$ cat src/rtl/mem_access_unit_pkg.sv
// Shared types, widths and data-formatting helpers for the memory access unit.
package mem_access_unit_pkg;

   localparam int unsigned ADDR_W = 64;
   localparam int unsigned DATA_W = 64;
   localparam int unsigned STRB_W = DATA_W / 8;
   localparam int unsigned OFF_W  = 3;

   typedef enum logic [1:0] {
      MSIZE1 = 2'd0,
      MSIZE2 = 2'd1,
      MSIZE4 = 2'd2,
      MSIZE8 = 2'd3
   } msize_t;

   typedef enum logic [1:0] {
      IDLE = 2'd0,
      BUSY = 2'd1,
      HOLD = 2'd2
   } mau_state_e;

   // Byte enables for an access of size sz starting at byte lane off
   function automatic logic [STRB_W-1:0] strobe_mask(msize_t sz, logic [OFF_W-1:0] off);
      logic [STRB_W-1:0] base;
      case (sz)
         MSIZE1:  base = 8'h01;
         MSIZE2:  base = 8'h03;
         MSIZE4:  base = 8'h0F;
         default: base = 8'hFF;
      endcase
      return base << off;
   endfunction

   // Sign- or zero-extend LSB-aligned load data from the access width
   function automatic logic [DATA_W-1:0] load_extend(logic [DATA_W-1:0] d, msize_t sz, logic uns);
      logic [DATA_W-1:0] r;
      case (sz)
         MSIZE1:  r = {{56{~uns & d[7]}},  d[7:0]};
         MSIZE2:  r = {{48{~uns & d[15]}}, d[15:0]};
         MSIZE4:  r = {{32{~uns & d[31]}}, d[31:0]};
         default: r = d;
      endcase
      return r;
   endfunction

endpackage

$ cat src/rtl/mem_access_unit_if.sv
// Data-bus request/response bundle between the memory stage and the bus.
interface mem_access_unit_if;
   import mem_access_unit_pkg::*;

   logic              req_valid;
   logic              req_write;
   logic [ADDR_W-1:0] req_addr;
   logic [2:0]        req_size;
   logic [STRB_W-1:0] req_strobe;
   logic [DATA_W-1:0] req_wdata;
   logic              resp_data_ok;
   logic [DATA_W-1:0] resp_data;

   modport master (
      output req_valid, req_write, req_addr, req_size, req_strobe, req_wdata,
      input  resp_data_ok, resp_data
   );

   modport slave (
      input  req_valid, req_write, req_addr, req_size, req_strobe, req_wdata,
      output resp_data_ok, resp_data
   );
endinterface

$ cat src/rtl/mem_data_align.sv
// Combinational store lane shifting, strobe generation and load extraction/extension.
module mem_data_align
   import mem_access_unit_pkg::*;
(
   input  logic [OFF_W-1:0]  off_i,
   input  msize_t            size_i,
   input  logic              unsigned_i,
   input  logic [DATA_W-1:0] wdata_i,
   input  logic [DATA_W-1:0] rdata_i,
   output logic [DATA_W-1:0] wdata_o,
   output logic [STRB_W-1:0] strobe_o,
   output logic [DATA_W-1:0] ldata_o
);

   logic [5:0] bit_sh;

   // Byte offset expressed as a bit shift
   assign bit_sh   = {off_i, 3'b000};
   assign wdata_o  = wdata_i << bit_sh;
   assign strobe_o = strobe_mask(size_i, off_i);
   assign ldata_o  = load_extend(rdata_i >> bit_sh, size_i, unsigned_i);

endmodule

$ cat src/rtl/mem_access_unit.sv
// Memory-stage data-bus initiator: issues loads/stores, formats results, raises Dwait.
// Optional build macro MISALIGN_TRAP_EN: misaligned accesses are not issued and
// instead report out_misalign with the faulting address as the result.
module mem_access_unit
   import mem_access_unit_pkg::*;
(
   input  logic              clk,
   input  logic              reset,
   input  logic              in_valid,
   input  logic              in_new,
   input  logic              in_load,
   input  logic              in_store,
   input  logic [1:0]        in_size,
   input  logic              in_unsigned,
   input  logic [ADDR_W-1:0] in_addr,
   input  logic [DATA_W-1:0] in_wdata,
   input  logic [DATA_W-1:0] in_alu_result,
   mem_access_unit_if.master bus,
   output logic [DATA_W-1:0] out_result,
   output logic              Dwait,
   output logic              out_misalign
);

   mau_state_e        state_q, state_d;
   logic [DATA_W-1:0] hold_q, hold_d;
   logic              hold_mis_q, hold_mis_d;

   msize_t            size_c;
   logic              mem_op_c;
   logic              trap_c;
   logic [DATA_W-1:0] ldata_c;
   logic [DATA_W-1:0] fmt_c;
   logic [STRB_W-1:0] strobe_c;
   logic [DATA_W-1:0] wdata_sh_c;
   logic              req_valid_c;
   logic              dwait_c;
   logic [DATA_W-1:0] result_c;
   logic              misalign_c;

   assign size_c   = msize_t'(in_size);
   assign mem_op_c = in_valid & (in_load | in_store);
   assign fmt_c    = in_load ? ldata_c : in_alu_result;

   mem_data_align u_align (
      .off_i      (in_addr[OFF_W-1:0]),
      .size_i     (size_c),
      .unsigned_i (in_unsigned),
      .wdata_i    (in_wdata),
      .rdata_i    (bus.resp_data),
      .wdata_o    (wdata_sh_c),
      .strobe_o   (strobe_c),
      .ldata_o    (ldata_c)
   );

`ifdef MISALIGN_TRAP_EN
   // Natural-alignment check for the access size
   always_comb begin
      case (size_c)
         MSIZE1:  trap_c = 1'b0;
         MSIZE2:  trap_c = mem_op_c & in_addr[0];
         MSIZE4:  trap_c = mem_op_c & (|in_addr[1:0]);
         default: trap_c = mem_op_c & (|in_addr[2:0]);
      endcase
   end
`else
   assign trap_c = 1'b0;
`endif

   // Request payload follows the frozen M-stage inputs directly
   assign bus.req_write  = in_store & ~in_load;
   assign bus.req_addr   = in_addr;
   assign bus.req_size   = {1'b0, in_size};
   assign bus.req_strobe = in_load ? '0 : strobe_c;
   assign bus.req_wdata  = wdata_sh_c;

   // State and captured-result registers
   always_ff @(posedge clk) begin
      if (reset) begin
         state_q    <= IDLE;
         hold_q     <= '0;
         hold_mis_q <= 1'b0;
      end else begin
         state_q    <= state_d;
         hold_q     <= hold_d;
         hold_mis_q <= hold_mis_d;
      end
   end

   // Next state, request/stall control and result selection
   always_comb begin
      state_d     = state_q;
      hold_d      = hold_q;
      hold_mis_d  = hold_mis_q;
      req_valid_c = 1'b0;
      dwait_c     = 1'b0;
      result_c    = hold_q;
      misalign_c  = hold_mis_q;

      case (state_q)
         BUSY: begin
            req_valid_c = 1'b1;
            dwait_c     = ~bus.resp_data_ok;
            result_c    = fmt_c;
            misalign_c  = 1'b0;
            if (bus.resp_data_ok) begin
               hold_d     = fmt_c;
               hold_mis_d = 1'b0;
               state_d    = HOLD;
            end
         end
         default: begin
            // IDLE always evaluates; HOLD only once a new instruction arrives
            if (state_q == IDLE || in_new) begin
               misalign_c = 1'b0;
               if (!mem_op_c) begin
                  result_c = in_alu_result;
                  state_d  = IDLE;
               end else if (trap_c) begin
                  result_c   = DATA_W'(in_addr);
                  misalign_c = 1'b1;
                  hold_d     = DATA_W'(in_addr);
                  hold_mis_d = 1'b1;
                  state_d    = HOLD;
               end else begin
                  req_valid_c = 1'b1;
                  result_c    = fmt_c;
                  if (bus.resp_data_ok) begin
                     hold_d     = fmt_c;
                     hold_mis_d = 1'b0;
                     state_d    = HOLD;
                  end else begin
                     dwait_c = 1'b1;
                     state_d = BUSY;
                  end
               end
            end
         end
      endcase

      // Outputs read as their reset values while reset is held
      if (reset) begin
         req_valid_c = 1'b0;
         dwait_c     = 1'b0;
         result_c    = '0;
         misalign_c  = 1'b0;
      end
   end

   assign bus.req_valid = req_valid_c;
   assign Dwait         = dwait_c;
   assign out_result    = result_c;
   assign out_misalign  = misalign_c;

   // The pipeline is stalled while an access is outstanding, so no new instruction may arrive
   a_no_new_in_busy: assert property (@(posedge clk) disable iff (reset)
      (state_q == BUSY) |-> !in_new);

endmodule

$ cat src/flat_wrapper.sv
// flat-port wrapper written by rule: the top's interface ports become plain ports
module mem_access_unit_flat import mem_access_unit_pkg::*;
  (clk, reset, in_valid, in_new, in_load, in_store, in_size, in_unsigned, in_addr, in_wdata, in_alu_result, out_result, Dwait, out_misalign, bus_req_valid, bus_req_write, bus_req_addr, bus_req_size, bus_req_strobe, bus_req_wdata, bus_resp_data_ok, bus_resp_data);
  mem_access_unit_if bus_i ();
  input  logic clk;
  input  logic reset;
  input  logic in_valid;
  input  logic in_new;
  input  logic in_load;
  input  logic in_store;
  input  logic [1:0] in_size;
  input  logic in_unsigned;
  input  logic [ADDR_W-1:0] in_addr;
  input  logic [DATA_W-1:0] in_wdata;
  input  logic [DATA_W-1:0] in_alu_result;
  output logic [DATA_W-1:0] out_result;
  output logic Dwait;
  output logic out_misalign;
  output wire logic [$bits(bus_i.req_valid)-1:0] bus_req_valid;
  output wire logic [$bits(bus_i.req_write)-1:0] bus_req_write;
  output wire logic [$bits(bus_i.req_addr)-1:0] bus_req_addr;
  output wire logic [$bits(bus_i.req_size)-1:0] bus_req_size;
  output wire logic [$bits(bus_i.req_strobe)-1:0] bus_req_strobe;
  output wire logic [$bits(bus_i.req_wdata)-1:0] bus_req_wdata;
  input wire logic [$bits(bus_i.resp_data_ok)-1:0] bus_resp_data_ok;
  input wire logic [$bits(bus_i.resp_data)-1:0] bus_resp_data;
  assign bus_req_valid = bus_i.req_valid;
  assign bus_req_write = bus_i.req_write;
  assign bus_req_addr = bus_i.req_addr;
  assign bus_req_size = bus_i.req_size;
  assign bus_req_strobe = bus_i.req_strobe;
  assign bus_req_wdata = bus_i.req_wdata;
  assign bus_i.resp_data_ok = bus_resp_data_ok;
  assign bus_i.resp_data = bus_resp_data;
  mem_access_unit u_core (.clk(clk), .reset(reset), .in_valid(in_valid), .in_new(in_new), .in_load(in_load), .in_store(in_store), .in_size(in_size), .in_unsigned(in_unsigned), .in_addr(in_addr), .in_wdata(in_wdata), .in_alu_result(in_alu_result), .bus(bus_i), .out_result(out_result), .Dwait(Dwait), .out_misalign(out_misalign));
endmodule
$ cat config.mk
export PLATFORM = sky130hd
export DESIGN_NAME = mem_access_unit_flat
export DESIGN_NICKNAME = d
export VERILOG_FILES = /design/src/rtl/mem_access_unit_pkg.sv /design/src/rtl/mem_access_unit_if.sv /design/src/rtl/mem_data_align.sv /design/src/rtl/mem_access_unit.sv /design/src/flat_wrapper.sv
export SDC_FILE = /design/constraint.sdc
export NUM_CORES = 1
export LEC_CHECK = 0
export CAP_MARGIN = 20
export CORE_AREA = 2 2 186 188
export DETAILED_ROUTE_END_ITERATION = 10
export DIE_AREA = 0 0 188 190
export PLACE_DENSITY = 0.65
export REMOVE_ABC_BUFFERS = 1
export SETUP_SLACK_MARGIN = 0.3
export SLEW_MARGIN = 10
export SYNTH_ARGS = -nofsm -noshare
export SYNTH_HDL_FRONTEND = slang
export SYNTH_SLANG_ARGS = --single-unit
export TNS_END_PERCENT = 1
$ cat constraint.sdc
create_clock -name clk -period 6.56 [get_ports clk]
set_input_delay 1.312 -clock clk [delete_from_list [all_inputs] [get_ports clk]]
set_output_delay 1.312 -clock clk [all_outputs]
set_load 0.02 [all_outputs]
==> impl_metrics.env <==
export IMPL_yosysMostFrequentCell="nor2_1"
export IMPL_ys_warn_count=0
export IMPL_clock_latency_ns=0.35
export IMPL_dr_pass1_iters=5
export IMPL_finalWeightedCongestion=0.889
export IMPL_area_growth_pct=37.7
export IMPL_yosysSeqAreaShare=0.136
export IMPL_overflow=0
export IMPL_final_hold_viol_count=0
export IMPL_ant_nets=0
export IMPL_drtIter0Drc=1316
export IMPL_grt_antenna_before_repair=4
export IMPL_die_w_um=188
export IMPL_grt_max_degree=109
export IMPL_cap_violations=0
export IMPL_viasPerCell=6.11
export IMPL_synth_edff_count=0
export IMPL_ys_seq_elements=66
export IMPL_ys_top_cells_by_area="dfxtp_1 (14%), mux2i_1 (10%), mux4_2 (7.0%), buf_4 (5.9%), nor2_1 (5.7%)"
export IMPL_cts_sinks=66
export IMPL_pwr_density_cell_nw_per_um2=152
export IMPL_ios=473
export IMPL_setup_ws_ns=0.540
export IMPL_final_layout_size_suffix_gt1_frac=0.105
export IMPL_cts_buffer_depth=2
export IMPL_io_buffers=348
export IMPL_timing_final_crit_share=0.918
export IMPL_endpoint_kind="output pin"
export IMPL_cts_made_buffers=9
export IMPL_tritoncts="done"
export IMPL_drc=0
export IMPL_tightest_slew_ns=1.02
export IMPL_worst_setup_path_type="in -> out"
export IMPL_h_tree_depth=3
export IMPL_setup_viol=0
export IMPL_syn_cell_area_um2=9680
export IMPL_slew_viol_final=0
export IMPL_rows=68
export IMPL_wl_mm=52.0
export IMPL_die_h_um=190
export IMPL_yosysTopAreaCell="dfxtp_1"
export IMPL_dp_slack_ns=0.574
export IMPL_start_util=0.285
export IMPL_synth_cell_type_count=62
export IMPL_power_w=0.00203
export IMPL_status="finished, final reports clean"
export IMPL_clock_skew_ns=0.00508
export IMPL_ys_async_sr_fraction=0
export IMPL_p_leak_nw=4.83
export IMPL_wire_per_inst_um=26.4
export IMPL_cts_root_buf="clkbuf_16"
export IMPL_critical_path_peak_fanout=19
export IMPL_syn_instance_count=1307
export IMPL_fmax_ghz=0.166
export IMPL_nets=1772
export IMPL_grt_usage=0.277
export IMPL_dieArea_um2=35700
export IMPL_vias=12025
export IMPL_hold_buffers=0
export IMPL_ys_dominant_reg_cell="dfxtp_1"
export IMPL_ir_drop_mv=0.128
export IMPL_start_kind="input port"
export IMPL_avgSynthCellArea_um2=7.41
export IMPL_netlist_area_leader_share=0.136
export IMPL_grt_pass1_vias=11053
export IMPL_cp_required_ns=5.25
export IMPL_arrival_ns=4.71
export IMPL_cts_resized=0
export IMPL_min_period_ns=6.02
export IMPL_min_path_type="reg -> reg"
export IMPL_timing_hold_ws_ns=0.459
export IMPL_clk_pin_slew_ns=0.06
export IMPL_rsz0062_at_grt="no"
export IMPL_synth_common_cells="nor2_1 (148), nand2_1 (133), mux2i_1 (101)"
export IMPL_grt_pass1_wl_mm=74.7
export IMPL_cts_setup_buffers=0
export IMPL_post_dp_hpwl_mm=39.2
export IMPL_maxSlewHeadroom=0.317
export IMPL_core_area_um2=33900
export IMPL_setup_tns_ns=0
==> logic make-up (layout without fill, tap and decap cells) <==
kind of cell / count (synthesis) / count (layout) / synth area share
DFF: 66 / 66 / 0.136
muxes: 164 / 164 / 0.213
other: 1 / 4 / 0.000387
and+or+nand+nor: 406 / 406 / 0.189
AOI/OAI and AO/OA: 455 / 455 / 0.342
buffers and inverters: 215 / 418 / 0.119
==> per-layer routing <==
| metal | part of all wire | GRT usage | vias up |
|---|---|---|---|
| li1 | - | - | 5294 |
| met1 | 0.45 | 0.393 | 5799 |
| met2 | 0.38 | 0.363 | 845 |
| met3 | 0.14 | 0.130 | 83 |
| met4 | 0.024 | 0.0751 | 4 |
| met5 | 0.0044 | 0.0508 | - |
==> per-stage QoR <==
stage | utilization | instance area (µm²) | cells
2_1_floorplan | - | 8590 | 1108
3_3_place_gp | 0.382 | 13000 | 1949
3_5_place_dp | 0.382 | 13000 | 1949
4_1_cts | 0.392 | 13300 | 1965
5_1_grt | 0.393 | 13300 | 1968
6_report | 0.393 | 13300 | 1968
==> critical path: stages <==
cell	delay (ns)
clkdlybuf4s50_1	0.50
mux2_2	0.32
o2bb2ai_1	0.49
nor3_2	0.18
nor3_4	0.87
buf_4	0.36
a21boi_0	0.12
clkdlybuf4s50_1	0.55
==> final cells by class <==
class                   instances  area (µm²)
fillers                      3400       20600
multi-input cells            1027        7250
repair buffers                387        3820
flip-flops and latches         66        1320
well taps                     455         569
clock buffers                  11         243
clock inverters                 5        77.6
inverters                      15        56.3
diodes                          2        5.00
==> final timing paths <==
path                                                startpoint                        endpoint  slack [ns]  cells after the start
worst max-delay path                         bus_resp_data[63]                  out_result[53]        0.54                      8
worst min-delay path             u_core.hold_q[1]$_SDFFE_PP0P_   u_core.hold_q[1]$_SDFFE_PP0P_        0.46                      2
worst max register to register  u_core.state_q[0]$_SDFFE_PP0P_  u_core.hold_q[56]$_SDFFE_PP0P_        4.47                      4
worst min register to register   u_core.hold_q[1]$_SDFFE_PP0P_   u_core.hold_q[1]$_SDFFE_PP0P_        0.46                      2
==> power by group <==
group	internal [W]	switching [W]	total, W
Combinational	0.000459	0.000568	0.00103
Sequential	0.000431	0.0000181	0.000449
Clock	0.000343	0.000211	0.000553
==> cells in the final DEF (no fill, tap or decap), types with 33 or more instances in the layout <==
| master | instances |
|---|---|
| o21ai_0 | 71 |
| a21oi_1 | 46 |
| nand2_1 | 133 |
| nor2_1 | 148 |
| clkdlybuf4s50_1 | 343 |
| a22oi_1 | 49 |
| mux2i_1 | 101 |
| dfxtp_1 | 66 |
| mux2_2 | 33 |
| buf_4 | 39 |
==> sequential cells by signal (all words and copies together), names as in the netlist <==
| signal | cells |
|---|---|
| u_core.state_q | 2 |
| u_core.hold_q | 64 |
Power figures use the tool's default switching activity.
